$ cat src/rtl/dtree_seq_ctrl.sv
// Sequential decision-tree classifier: loads NFEAT signed feature bytes, then walks
// a 16-entry node table one node per cycle through a single shared comparator.
module dtree_seq_ctrl #(
  parameter int NFEAT = 7,
  parameter int NNODE = 16
) (
  input  logic        clk,
  input  logic        rst,
  input  logic        cfg_we,
  input  logic [3:0]  cfg_addr,
  input  logic [19:0] cfg_wdata,
  output logic        cfg_ready,
  input  logic        feat_valid,
  input  logic [7:0]  feat_data,
  output logic        feat_ready,
  output logic        out_valid,
  input  logic        out_ready,
  output logic [4:0]  out_class,
  output logic        out_err
);

  typedef enum logic [1:0] {
    LOAD = 2'd0,
    EVAL = 2'd1,
    DONE = 2'd2
  } state_t;

  localparam int VW = $clog2(NNODE + 1);
  localparam logic [2:0]    LAST_SLOT = 3'(NFEAT - 1);
  localparam logic [3:0]    NFEAT_W   = 4'(NFEAT);
  localparam logic [4:0]    NNODE_W   = 5'(NNODE);
  localparam logic [VW-1:0] VISIT_LIM = VW'(NNODE - 1);

  state_t          state_r, state_s;
  logic [2:0]      fcnt_r;
  logic [3:0]      node_r;
  logic [VW-1:0]   visit_r;
  logic [7:0]      feat_r [0:7];
  logic [19:0]     tbl_r  [0:15];
  logic [4:0]      class_r;
  logic            err_r;

  logic [19:0]     node_word_s;
  logic            is_leaf_s;
  logic [2:0]      fsel_s;
  logic            le_s;
  logic [3:0]      child_s;
  logic            feat_acc_s;
  logic            last_feat_s;
  logic            bad_sel_s;
  logic            loop_lim_s;
  logic            advance_s;
  logic            cap_s;
  logic [4:0]      cap_class_s;
  logic            cap_err_s;

  assign node_word_s = tbl_r[node_r];
  assign is_leaf_s   = node_word_s[19];
  assign fsel_s      = node_word_s[18:16];
  assign le_s        = $signed(feat_r[fsel_s]) <= $signed(node_word_s[15:8]);
  assign child_s     = le_s ? node_word_s[7:4] : node_word_s[3:0];
  assign feat_acc_s  = (state_r == LOAD) && feat_valid;
  assign last_feat_s = feat_acc_s && (fcnt_r == LAST_SLOT);
  assign bad_sel_s   = {1'b0, fsel_s} >= NFEAT_W;
  // The NNODE-th internal visit is the one that trips the loop guard.
  assign loop_lim_s  = (visit_r == VISIT_LIM);

  assign cfg_ready  = (state_r == LOAD) && (fcnt_r == 3'd0);
  assign feat_ready = (state_r == LOAD);
  assign out_valid  = (state_r == DONE);
  assign out_class  = class_r;
  assign out_err    = err_r;

  // Next-state decode and per-node evaluation outcome.
  always_comb begin
    state_s     = state_r;
    advance_s   = 1'b0;
    cap_s       = 1'b0;
    cap_class_s = 5'd0;
    cap_err_s   = 1'b0;
    case (state_r)
      LOAD: begin
        if (last_feat_s) state_s = EVAL;
        else             state_s = LOAD;
      end
      EVAL: begin
        if (is_leaf_s) begin
          cap_s       = 1'b1;
          cap_class_s = node_word_s[4:0];
          state_s     = DONE;
        end else if (bad_sel_s || loop_lim_s) begin
          cap_s     = 1'b1;
          cap_err_s = 1'b1;
          state_s   = DONE;
        end else begin
          advance_s = 1'b1;
        end
      end
      DONE: begin
        if (out_ready) state_s = LOAD;
        else           state_s = DONE;
      end
      default: state_s = LOAD;
    endcase
  end

  // State, traversal counters and captured result.
  always_ff @(posedge clk) begin
    if (rst) begin
      state_r <= LOAD;
      fcnt_r  <= 3'd0;
      node_r  <= 4'd0;
      visit_r <= '0;
      class_r <= 5'd0;
      err_r   <= 1'b0;
    end else begin
      state_r <= state_s;
      if (last_feat_s) begin
        fcnt_r  <= 3'd0;
        node_r  <= 4'd0;
        visit_r <= '0;
      end else if (feat_acc_s) begin
        fcnt_r <= fcnt_r + 3'd1;
      end else if (advance_s) begin
        node_r  <= child_s;
        visit_r <= visit_r + 1'b1;
      end
      if (cap_s) begin
        class_r <= cap_class_s;
        err_r   <= cap_err_s;
      end
    end
  end

  // Feature slots and node table storage.
  always_ff @(posedge clk) begin
    if (rst) begin
      for (int i = 0; i < 8; i++)  feat_r[i] <= 8'd0;
      for (int i = 0; i < 16; i++) tbl_r[i]  <= 20'h80000;
    end else begin
      if (feat_acc_s) feat_r[fcnt_r] <= feat_data;
      if (cfg_we && cfg_ready && ({1'b0, cfg_addr} < NNODE_W)) tbl_r[cfg_addr] <= cfg_wdata;
    end
  end

endmodule

$ cat config.mk
export PLATFORM = sky130hd
export DESIGN_NAME = dtree_seq_ctrl
export DESIGN_NICKNAME = d
export VERILOG_FILES = /design/src/rtl/dtree_seq_ctrl.sv
export SDC_FILE = /design/constraint.sdc
export NUM_CORES = 1
export LEC_CHECK = 0
export CELL_PAD_IN_SITES_DETAIL_PLACEMENT = 0
export CELL_PAD_IN_SITES_GLOBAL_PLACEMENT = 1
export CORE_MARGIN = 10
export CORE_UTILIZATION = 45
export CTS_BUF_LIST = sky130_fd_sc_hd__clkbuf_8
export DETAILED_ROUTE_END_ITERATION = 8
export GPL_ROUTABILITY_DRIVEN = 1
export PLACE_DENSITY_LB_ADDON = 0.1
export SYNTH_ARGS = -nofsm -noshare
export SYNTH_HDL_FRONTEND = slang
export SYNTH_SLANG_ARGS = --single-unit
export TNS_END_PERCENT = 100
$ cat constraint.sdc
create_clock -name clk -period 4.19 [get_ports clk]
set_clock_uncertainty 0.05 [all_clocks]
set_input_delay 0.419 -clock clk [delete_from_list [all_inputs] [get_ports clk]]
set_output_delay 0.419 -clock clk [all_outputs]
set_load 0.01 [all_outputs]
Word level (Yosys, flattened, before mapping)
Memories as Yosys holds them, arrays and structs flattened. A register that Yosys moved wholly into a read port is not among the register bits.
Index checks and enable logic that the tools add are counted.
Widths: inputs -> output; s select.
{ "op_classes": {"n_addsub": 2, "n_reduce_logical": 11, "bitwise": 1, "n_eq_ne": 5, "n_lt_le_gt_ge": 2, "n_mux": 32} }
{ "op_table": {"columns": ["op", "count"], "rows": [
  ["$mux 20", 1],
  ["$reduce_or 20->1", 1],
  ["$mux 1", 19],
  ["$mux 4", 4],
  ["$mux 5", 2],
  ["$le 8x8->1", 1],
  ["$mux 8", 1],
  ["$reduce_or 8->1", 1],
  ["$mux 2", 3],
  ["$pmux 2 s3", 1],
  ["$add 5x1->5 const B", 1],
  ["$eq 5x4->1 const B", 1],
  ["$logic_and 1x1->1", 4],
  ["$add 3x1->3 const B", 1],
  ["$eq 3x3->1 const B", 1],
  ["$ge 3x3->1 const B", 1],
  ["$logic_not 3->1", 1],
  ["$mux 3", 1],
  ["$ne 3x3->1 const B", 1],
  ["$eq 2x1->1 const B", 1],
  ["$eq 2x2->1 const B", 1],
  ["$logic_not 2->1", 1],
  ["$reduce_and 2->1", 1],
  ["$reduce_or 2->1", 1],
  ["other kinds (2)", 2]
]} }
{ "word_totals": {"out_inout_bits": 9, "reg_bits": 20, "word_cells": 61, "inputBits": 37, "n_memories": 2, "ramBits": 384} }
{ "memory_table": {"columns": ["memory", "words", "word_bits", "rd", "rd_clocked_by_memory_dff", "wr", "line", "text"], "rows": [
  ["tbl_r", 16, 20, 1, 1, 16, "39", "logic [19:0] tbl_r [0:15];"],
  ["feat_r", 8, 8, 1, 0, 8, "38", "logic [7:0] feat_r [0:7];"]
]} }

Longest topological paths before layout
{ "logic_depth": {"depth_word": 8, "mapped_depth": 16, "ltp_nobuf": 13} }

Worst setup path before layout
No wires, ideal clock.
{ "synth_timing": {"path_type": "reg2reg", "startpoint": "reg (tool-made name)", "endpoint": "reg (tool-made name)", "path_slack_ns": 0.152, "stages_incl_launch_ff": 15, "path_buffers": 2, "t_required_ns": 4.043, "t_arrival_ns": 3.891, "path_cell_list": "dfxtp_1 buf_6 buf_12 mux4_2 a22o_1 nor3_1 a22o_1 a211oi_1 ha_1 nor2b_1 o211ai_1 a31oi_1 o41ai_1 mux2i_1 a211oi_1"} }

==> reports/qor.yml <==
run_status:
  status: "finished clean"
sta:
  timing.final.crit_share: 0.9518
  hold_violations: 0
  slew_viol_final: 0
  period_needed_ns: 3.988
  hold-worst-slack_ns: 0.4245
  fmax_mhz: 250.7
  worst_pin_slew_ns: 0.8921
  slew-limit-headroom: 0.4053
  fin_setup_tns_ns: 0
  setup_violations: 0
floorplan:
  core_mm2: 0.04102
  die_h_um: 224.0
  placementRows: 74
  die_area_mm2: 0.05017
  start_util: 0.4566
  floorplan.die.width_um: 224.0
  boundaryPins: 46
logic_synthesis:
  yosys_warnings: 0
  synthCells: 1234
  ys_seq_area_frac: 0.6414
  synth-async-reset-ratio: 0
  synth_ff_type: "edfxtp_1"
  synthTopCellsByArea: "edfxtp_1 62%, and2_1 13%, mux4_2 9.9%"
  synth_cell_types: 53
  syn_area_mm2: 0.01873
  synth_edf_count: 384
  syn-num-nets: 1284
  ys_ff_latch: 408
  avgSynthCellArea_um2: 15.18
  yosysTopAreaCell: "edfxtp_1"
  synth_top_area_frac: 0.6158
setup_path:
  crit_fanout: 11
  crit_required_ns: 4.60
  crit_arrival_ns: 4.40
  critical_path_class: "reg -> reg"
  r2r_cells: 15
  critPathLaunchType: "register"
  end_kind: "register"
  r2r_slack_ns: 0.20
route:
  drt-total-wl_um: 52110
  drt-pass1-iter-count: 5
  drcViolationCount: 0
  vias: 10700
  ant_nets: 0
  first_iter_violations: 1173
  wl_per_cell_um: 27.35
  routed_via_density: 5.615
job:
  maxCapViolCount: 0
cells_and_area:
  drive_gt1_frac: 0.2119
  multi_input_area_mm2: 0.006435
  final_util: 0.5212
  seq_area_mm2: 0.01202
  antenna_cells: 0
  final_cells: 1905
  syn2layout_area_growth_pct: 14.15
  nFillCells: 3403
  nNetsFinal: 1369
place:
  dp.cells: 1770
  dp_hpwl_um: 30700
  routabilityCongestion: 0.8278
  portBuffers: 45
global_routing:
  grt_pass1_wl_um: 76760
  overflow: 0
  grt_pass1_vias: 11270
  grt.total_usage: 0.2103
  antenna_found_initial: 5
  grt_max_degree: 39
clocking:
  cts.clk_slew.worst_paths_ns: 0.06
  clock_latency_ns: 0.64
  cts_made_buffers: 72
  cts_tree: "yes"
  cts.sinks: 408
  cts_max_level: 3
  cts_root_buf: "clkbuf_8"
  clock_path_buffers: 3
min_path:
  hp-start: "out_class[2]$_SDFFE_PP0P_"
  hold_class: "reg -> reg"
  holdPathEnd: "out_class[2]$_SDFFE_PP0P_"
  min_path_cells: 1
pwr:
  ir_drop_mv: 0.2078
  p_per_area_mw_per_mm2: 400.6
  total_power_mw: 8.564
  leakage_nw: 7.673
final cells by class:
type,count,area share
clock buffer,78,0.05022
clock inverter,50,0.01106
inverter,12,0.002107
multi-input combinational,727,0.3010
sequential,408,0.5623
tap,532,0.03114
timing repair buffer,98,0.04214
report_power, final:
group	switching, mW	internal, mW	total (mW)
clock network	1.65	1.77	3.42
registers	0.0487	4.61	4.66
logic	0.317	0.169	0.486
total	2.01	6.55	8.56
worst max-delay path, stage by stage (launching register included):
cell	delay, ns
dfxtp_4	0.43
buf_6	0.16
mux4_1	0.58
a22o_1	0.27
nor2_4	0.21
nor2_4	0.12
a22o_1	0.24
a211oi_2	0.17
ha_1	0.28
o21a_1	0.20
o21ai_1	0.15
a31oi_1	0.08
o41ai_2	0.31
buf_4	0.23
mux2i_2	0.24
a211oi_2	0.10
layer usage:
layer  global-route usage  wire length [µm]  vias up
li1                     -                 -     4753
met1               0.2805             22100     5486
met2               0.3437             25200      372
met3              0.03658              3622       85
met4              0.06933              1194        0
met5                    0                 0        -
layout by cell type, fill, tap and decap left out, types with 11 or more instances in the layout:
| cell type | instances |
|---|---|
| a22o_1 | 16 |
| dfxtp_1 | 21 |
| nand2_1 | 16 |
| nor2_1 | 32 |
| mux4_2 | 82 |
| and2_1 | 376 |
| a211oi_2 | 15 |
| or2_2 | 25 |
| mux2i_1 | 27 |
| edfxtp_1 | 384 |
| clkinv_2 | 11 |
| buf_4 | 47 |
| clkbuf_8 | 78 |
| clkinv_1 | 15 |
| ha_1 | 13 |
| clkdlybuf4s50_1 | 45 |
| or3_1 | 15 |
| a22oi_1 | 17 |
| inv_1 | 33 |
logic make-up (layout without fill, tap and decap cells):
family                   Yosys count  count (layout)  share of synthesized area
AND/OR/NAND/NOR                  513             513                     0.1650
flip-flops                       408             408                     0.6414
multiplexers                     121             122                     0.1259
buffers and inverters            100             238                    0.02332
AO/OA/AOI/OAI                     76              76                    0.03428
adder cells (fa/ha/maj)           13              13                   0.008686
XOR/XNOR                           3               3                   0.001403
Yosys cell counts, drive strengths merged (12+ instances only):
cell type / n
dfxtp: 24
inv: 12
edfxtp: 384
clkbuf: 66
a22o: 16
mux4: 88
buf: 22
nand2: 17
a22oi: 17
mux2i: 31
a211oi: 22
or2: 25
or3: 15
ha: 13
nor2: 35
and2: 376
how the worst max path moves through the flow:
| stage | start | end | slack [ns] |
|---|---|---|---|
| 2_1_floorplan | register | register | 0.15 |
| 3_3_place_gp | register | register | -0.16 |
| 3_5_place_dp | register | register | -0.18 |
| 4_1_cts | register | node_r[2]$_SDFFE_PP0P_ | 0.01 |
| 5_1_grt | register | register | -0.02 |
| 6_report | register | register | 0.20 |
registers in the layout, indices dropped and copies added, names as in the netlist, named ones only:
| register | count |
|---|---|
| tbl_r | 320 |
| feat_r | 64 |
| out_class | 5 |
| visit_r | 5 |
| node_r | 4 |
| fcnt_r | 3 |
| state_r | 2 |
| out_err | 1 |
timing repair:
item / CTS / global route
hold buffers: 0 / 0
buffers inserted: 3 / 3
pin swaps: 1 / 6
endpoints found under the setup margin: 8 / 8
endpoints found under the hold margin: 0 / 0
resized for setup: 9 / 20
cloned: 0 / 1
through the flow:
stage,setup slack [ns],cell area [µm²]
6_report,0.2019,21380
5_1_grt,-0.01684,21380
4_1_cts,0.01237,21230
3_5_place_dp,-0.1754,19860
3_3_place_gp,-0.1605,19860
2_1_floorplan,0.1525,18730
Note: power is estimated with default switching activity, not from simulation.
